--- src/rtl/regfile_writeback_queue.sv ---
// In-order writeback queue in front of the register file write port.
// Drains one entry per cycle and forwards the youngest queued value to two read ports.
module regfile_writeback_queue #(
    parameter int DATA_W = 32,
    parameter int ADDR_W = 4,
    parameter int DEPTH  = 4
) (
    input  logic              clk,
    input  logic              rst_n,
    input  logic              in_valid,
    output logic              in_ready,
    input  logic [ADDR_W-1:0] in_rd,
    input  logic [DATA_W-1:0] in_data,
    input  logic              drain_en,
    output logic              wen,
    output logic [ADDR_W-1:0] write_Rd,
    output logic [DATA_W-1:0] write_data,
    input  logic [ADDR_W-1:0] fwd_Ra,
    input  logic [ADDR_W-1:0] fwd_Rb,
    output logic              fwd_hit_a,
    output logic [DATA_W-1:0] fwd_data_a,
    output logic              fwd_hit_b,
    output logic [DATA_W-1:0] fwd_data_b,
    output logic [ADDR_W:0]   pending
);

    localparam int PTR_W = $clog2(DEPTH);
    localparam int CNT_W = ADDR_W + 1;

    logic [ADDR_W-1:0] rd_q   [DEPTH];
    logic [DATA_W-1:0] data_q [DEPTH];

    logic [PTR_W-1:0] head_q, head_d;
    logic [PTR_W-1:0] tail_q, tail_d;
    logic [CNT_W-1:0] count_q, count_d;

    logic push, pop, not_empty;
    logic hit_a, hit_b;
    logic [DATA_W-1:0] dat_a, dat_b;

    assign not_empty = (count_q != '0);
    assign in_ready  = rst_n && (count_q != CNT_W'(DEPTH));
    // Register 0 is hardwired zero: the request handshakes but never occupies an entry.
    assign push      = in_valid && in_ready && (in_rd != '0);
    assign wen       = rst_n && drain_en && not_empty;
    assign pop       = wen;

    assign write_Rd   = (rst_n && not_empty) ? rd_q[head_q]   : '0;
    assign write_data = (rst_n && not_empty) ? data_q[head_q] : '0;
    assign pending    = count_q;

    always_comb begin
        head_d  = pop  ? head_q + PTR_W'(1) : head_q;
        tail_d  = push ? tail_q + PTR_W'(1) : tail_q;
        count_d = count_q;
        case ({push, pop})
            2'b10:   count_d = count_q + CNT_W'(1);
            2'b01:   count_d = count_q - CNT_W'(1);
            default: count_d = count_q;
        endcase
    end

    always_ff @(posedge clk) begin
        if (!rst_n) begin
            head_q  <= '0;
            tail_q  <= '0;
            count_q <= '0;
        end else begin
            head_q  <= head_d;
            tail_q  <= tail_d;
            count_q <= count_d;
        end
    end

    // Entry storage is never reset; occupancy is tracked solely by the pointers and count.
    always_ff @(posedge clk) begin
        if (push) begin
            rd_q[tail_q]   <= in_rd;
            data_q[tail_q] <= in_data;
        end
    end

    // Walk oldest to youngest so the last match seen is the youngest pending write.
    always_comb begin
        logic [PTR_W-1:0] idx;
        idx   = '0;
        hit_a = 1'b0;
        hit_b = 1'b0;
        dat_a = '0;
        dat_b = '0;
        for (int i = 0; i < DEPTH; i++) begin
            idx = head_q + PTR_W'(i);
            if (CNT_W'(i) < count_q) begin
                if ((fwd_Ra != '0) && (rd_q[idx] == fwd_Ra)) begin
                    hit_a = 1'b1;
                    dat_a = data_q[idx];
                end
                if ((fwd_Rb != '0) && (rd_q[idx] == fwd_Rb)) begin
                    hit_b = 1'b1;
                    dat_b = data_q[idx];
                end
            end
        end
    end

    assign fwd_hit_a  = rst_n && hit_a;
    assign fwd_data_a = (rst_n && hit_a) ? dat_a : '0;
    assign fwd_hit_b  = rst_n && hit_b;
    assign fwd_data_b = (rst_n && hit_b) ? dat_b : '0;

endmodule

--- config.mk ---
export PLATFORM = sky130hd
export DESIGN_NAME = regfile_writeback_queue
export DESIGN_NICKNAME = d
export VERILOG_FILES = /design/src/rtl/regfile_writeback_queue.sv
export SDC_FILE = /design/constraint.sdc
export NUM_CORES = 1
export LEC_CHECK = 0
export CAP_MARGIN = 20
export CORE_ASPECT_RATIO = 1.2
export CORE_MARGIN = 3
export CORE_UTILIZATION = 30
export CTS_CLUSTER_SIZE = 16
export DETAILED_ROUTE_END_ITERATION = 16
export DONT_BUFFER_PORTS = 1
export SYNTH_ARGS = -nofsm -noshare
export SYNTH_HDL_FRONTEND = slang
export SYNTH_SLANG_ARGS = --single-unit
--- constraint.sdc ---
create_clock -name clk -period 4.1 [get_ports clk]
set_input_delay 0.82 -clock clk [delete_from_list [all_inputs] [get_ports clk]]
set_output_delay 0.82 -clock clk [all_outputs]
set_load 0.005 [all_outputs]
==> impl_metrics.yaml <==
place:
  numPortBuffers: 0
  hpwlAfterDp_um: 23170
  dp_slack_ns: 0.08961
  place_congestion: 0.8116
setup_path:
  path_max_fanout: 9
  endpoint_kind: "primary output"
  worstSetupStartpointType: "register"
  worstPathRequired_ns: 3.28
  worstSetupPathType: "reg2out"
  arrival_ns: 3.28
timing:
  max_freq_mhz: 244.1
  fin_crit_ns: 4.096
  setup_viol: 0
  fin_ws_ns: 0.003704
  rsz0062_at_grt: "true"
  fin_skew_ns: 0.01002
  hold_viol_final: 0
  finalCritPeriodShare: 0.9991
  tns_ns: 0
  tightest_slew_ns: 1.077
  slew_viol_final: 0
  max_slew_margin: 0.2823
clocking:
  cts_buffer_depth: 2
  cts_buffers: 17
  cts_tree: "built"
  htree_levels: 4
  clock_sinks: 155
  clock_tree.root_cell: "clkbuf_16"
  clock_latency_ns: 0.45
  clk_pin_slew_ns: 0.06
synth:
  ys_ff_latch: 155
  synth_area_leaders: "edfxtp_1 (38%), mux4_2 (15%), mux2i_1 (6.0%)"
  synth_flop_cell: "edfxtp_1"
  synth-edff-count: 144
  synth_top_area_share: 0.3798
  syn_avg_cell_area_um2: 11.15
  syn_inst: 1021
  synthArstFlopShare: 0
  yosysSeqAreaShare: 0.3992
  synth_cell_types: 42
  synthesis.area_um2: 11380
  synth_top_area_cell: "edfxtp_1"
  syn_nets: 1078
  yosys_warnings: 0
floorplan:
  die-area_um2: 40330
  rows: 77
  die_h_um: 219.4
  ioPinCount: 157
  start_util: 0.3061
  die_x_um: 183.8
  core_um2: 37190
grt:
  grt_usage: 0.1738
  grt_overflow: 0
  antenna_found_initial: 0
  grt_max_degree: 103
  grt_pass1_wl_um: 52870
  grt_pass1_vias: 8771
power:
  seqPwrFrac: 0.445
  design_power_total_w: 0.004059
  worst_ir_drop_vdd_v: 0.0002312
  power_density_nw_per_um2: 305.6
  p_comb_frac: 0.174
  power_frac_clock: 0.381
  p_sw_frac: 0.2678
  switchingPower_w: 0.001087
  p_leak_nw: 3.957
  intPower_w: 0.002972
run:
  max-cap-violations: 0
min_path:
  worstHoldPathType: "in2reg"
detailed_routing:
  first_pass_iters: 5
  routed_wirelength_um: 35640
  viasPerCell: 5.973
  drc: 0
  drt-initial-drc-count: 591
  dr_total_vias: 8936
  ant_nets: 0
  wl_met3_um: 2440
  wl_met1_um: 14030
  route.met2.wl_um: 17930
  post_drt_wl_per_cell_um: 23.83
  maxUsedRoutingLayer: "met4"
layout:
  area_growth_pct: 16.67
  drive_gt1_frac: 0.2632
  nets: 1066
  antenna_cells: 0
status:
  status: "completed"
[routing by layer]
metal	vias to the layer above	global-route usage
li1	4051	-
met1	4472	0.2002
met2	347	0.2949
met3	66	0.04924
met4	0	0.08873
met5	-	0
[layout make-up]
cell class,count,area (um2)
Fill cell,3628,23910
Tap cell,474,593.1
Sequential cell,155,4557
Clock inverter,12,143.9
Clock buffer,20,436.7
Timing Repair Buffer,81,774.5
Multi-Input combinational cell,748,6755
Inverter,6,22.52
[per-stage QoR]
step | std cells | cell area [um2] | hold slack, ns | utilization
floorplan | 1021 | 11380 | 0.5278 | -
global placement | 1442 | 12060 | 0.5507 | 0.3244
CTS | 1489 | 12980 | 0.4188 | 0.3490
detailed placement | 1442 | 12060 | 0.5714 | 0.3244
global route | 1496 | 13280 | 0.4318 | 0.3572
finish | 1496 | 13280 | 0.4609 | 0.3572
[final timing paths]
| check | startpoint | endpoint | slack, ns | cells after the start |
|---|---|---|---|---|
| min | in_data[4] | data_q[2][4] | 0.46 | 0 |
| min reg2reg | tail_q[1] | tail_q[1] | 0.57 | 2 |
| max reg2reg | pending[0] | pending[4] | 1.51 | 12 |
| max | rd_q[0][3] | fwd_data_b[14] | 0.004 | 9 |
[state kept, by name, indices dropped and copies added (netlist names), named ones only]
signal and count:
tail_q 2, head_q 2, rd_q 16, data_q 128
pending 5
[power groups by stage]
stage	logic (W)	clock network [W]	registers (W)
after floorplan	0.000514	0	0.00183
after CTS	0.000689	0.00160	0.00181
final	0.000705	0.00155	0.00181
after detailed placement	0.000658	0	0.00184
after global routing	0.000761	0.00165	0.00181
after global placement	0.000651	0	0.00184
[cells in the final DEF (no fill, tap or decap), types with 10 or more instances in the layout]
master	Yosys	routed
mux4_2	77	77
edfxtp_1	144	144
xnor2_1	24	23
a2111oi_1	0	10
nor2b_1	63	63
nand2_1	45	36
and3_1	40	39
mux2i_1	68	65
nor2_1	33	33
clkbuf_16	0	18
a311oi_2	0	25
a2111oi_2	0	14
nand3_1	35	34
buf_4	0	63
a211oi_1	31	31
o21ai_0	36	36
o21a_1	32	31
a31oi_1	31	31
a21oi_1	69	65
xor2_1	12	12
a211o_1	31	31
[cells by family (layout without fill, tap and decap cells)]
group	Yosys count	after routing	synth area share
AO/OA/AOI/OAI	299	299	0.1814
XOR/XNOR	36	36	0.02770
multiplexers	150	150	0.2171
flip-flops	155	155	0.3992
adder cells (fa/ha/maj)	9	9	0.009891
buffers and inverters	118	119	0.04396
AND/OR/NAND/NOR	254	254	0.1208
[repair_timing]
item | in CTS | in global routing
pin swaps | 7 | 9
cloned | 1 | 1
setup buffers | 14 | 6
hold buffers | 0 | 0
endpoints found under the setup margin | 33 | 37
resized for setup | 43 | 59
[synthesized netlist by cell type, types with 2 or more instances]
cell type  number
a2111oi_0      33
a211o_1        31
a211oi_1       31
a21o_1          2
a21oi_1        69
a311oi_1       31
a31oi_1        31
and2_1         13
and3_1         40
buf_1          10
buf_2          22
buf_6           4
clkbuf_1       76
dfxtp_1        11
edfxtp_1      144
ha_1            9
inv_1           6
mux2_2          5
mux2i_1        68
mux4_2         77
nand2_1        45
nand2b_1        2
nand3_1        35
nand4_1         6
nand4b_1        2
nor2_1         33
nor2b_1        63
nor3_1          3
nor4_1          2
o21a_1         32
o21ai_0        36
or3_1           4
or4_1           2
xnor2_1        24
xor2_1         12
[worst max-delay path, cell delays in order (launching register included)]
cell and delay, ns:
edfxtp_1 0.44, mux4_2 0.51, xor2_1 0.17, or4_4 0.57, nor3b_4 0.28, buf_4 0.16
buf_12 0.13, nand2_1 0.07, a311oi_2 0.30, buf_4 0.17
Note: power is estimated with default switching activity, not from simulation.
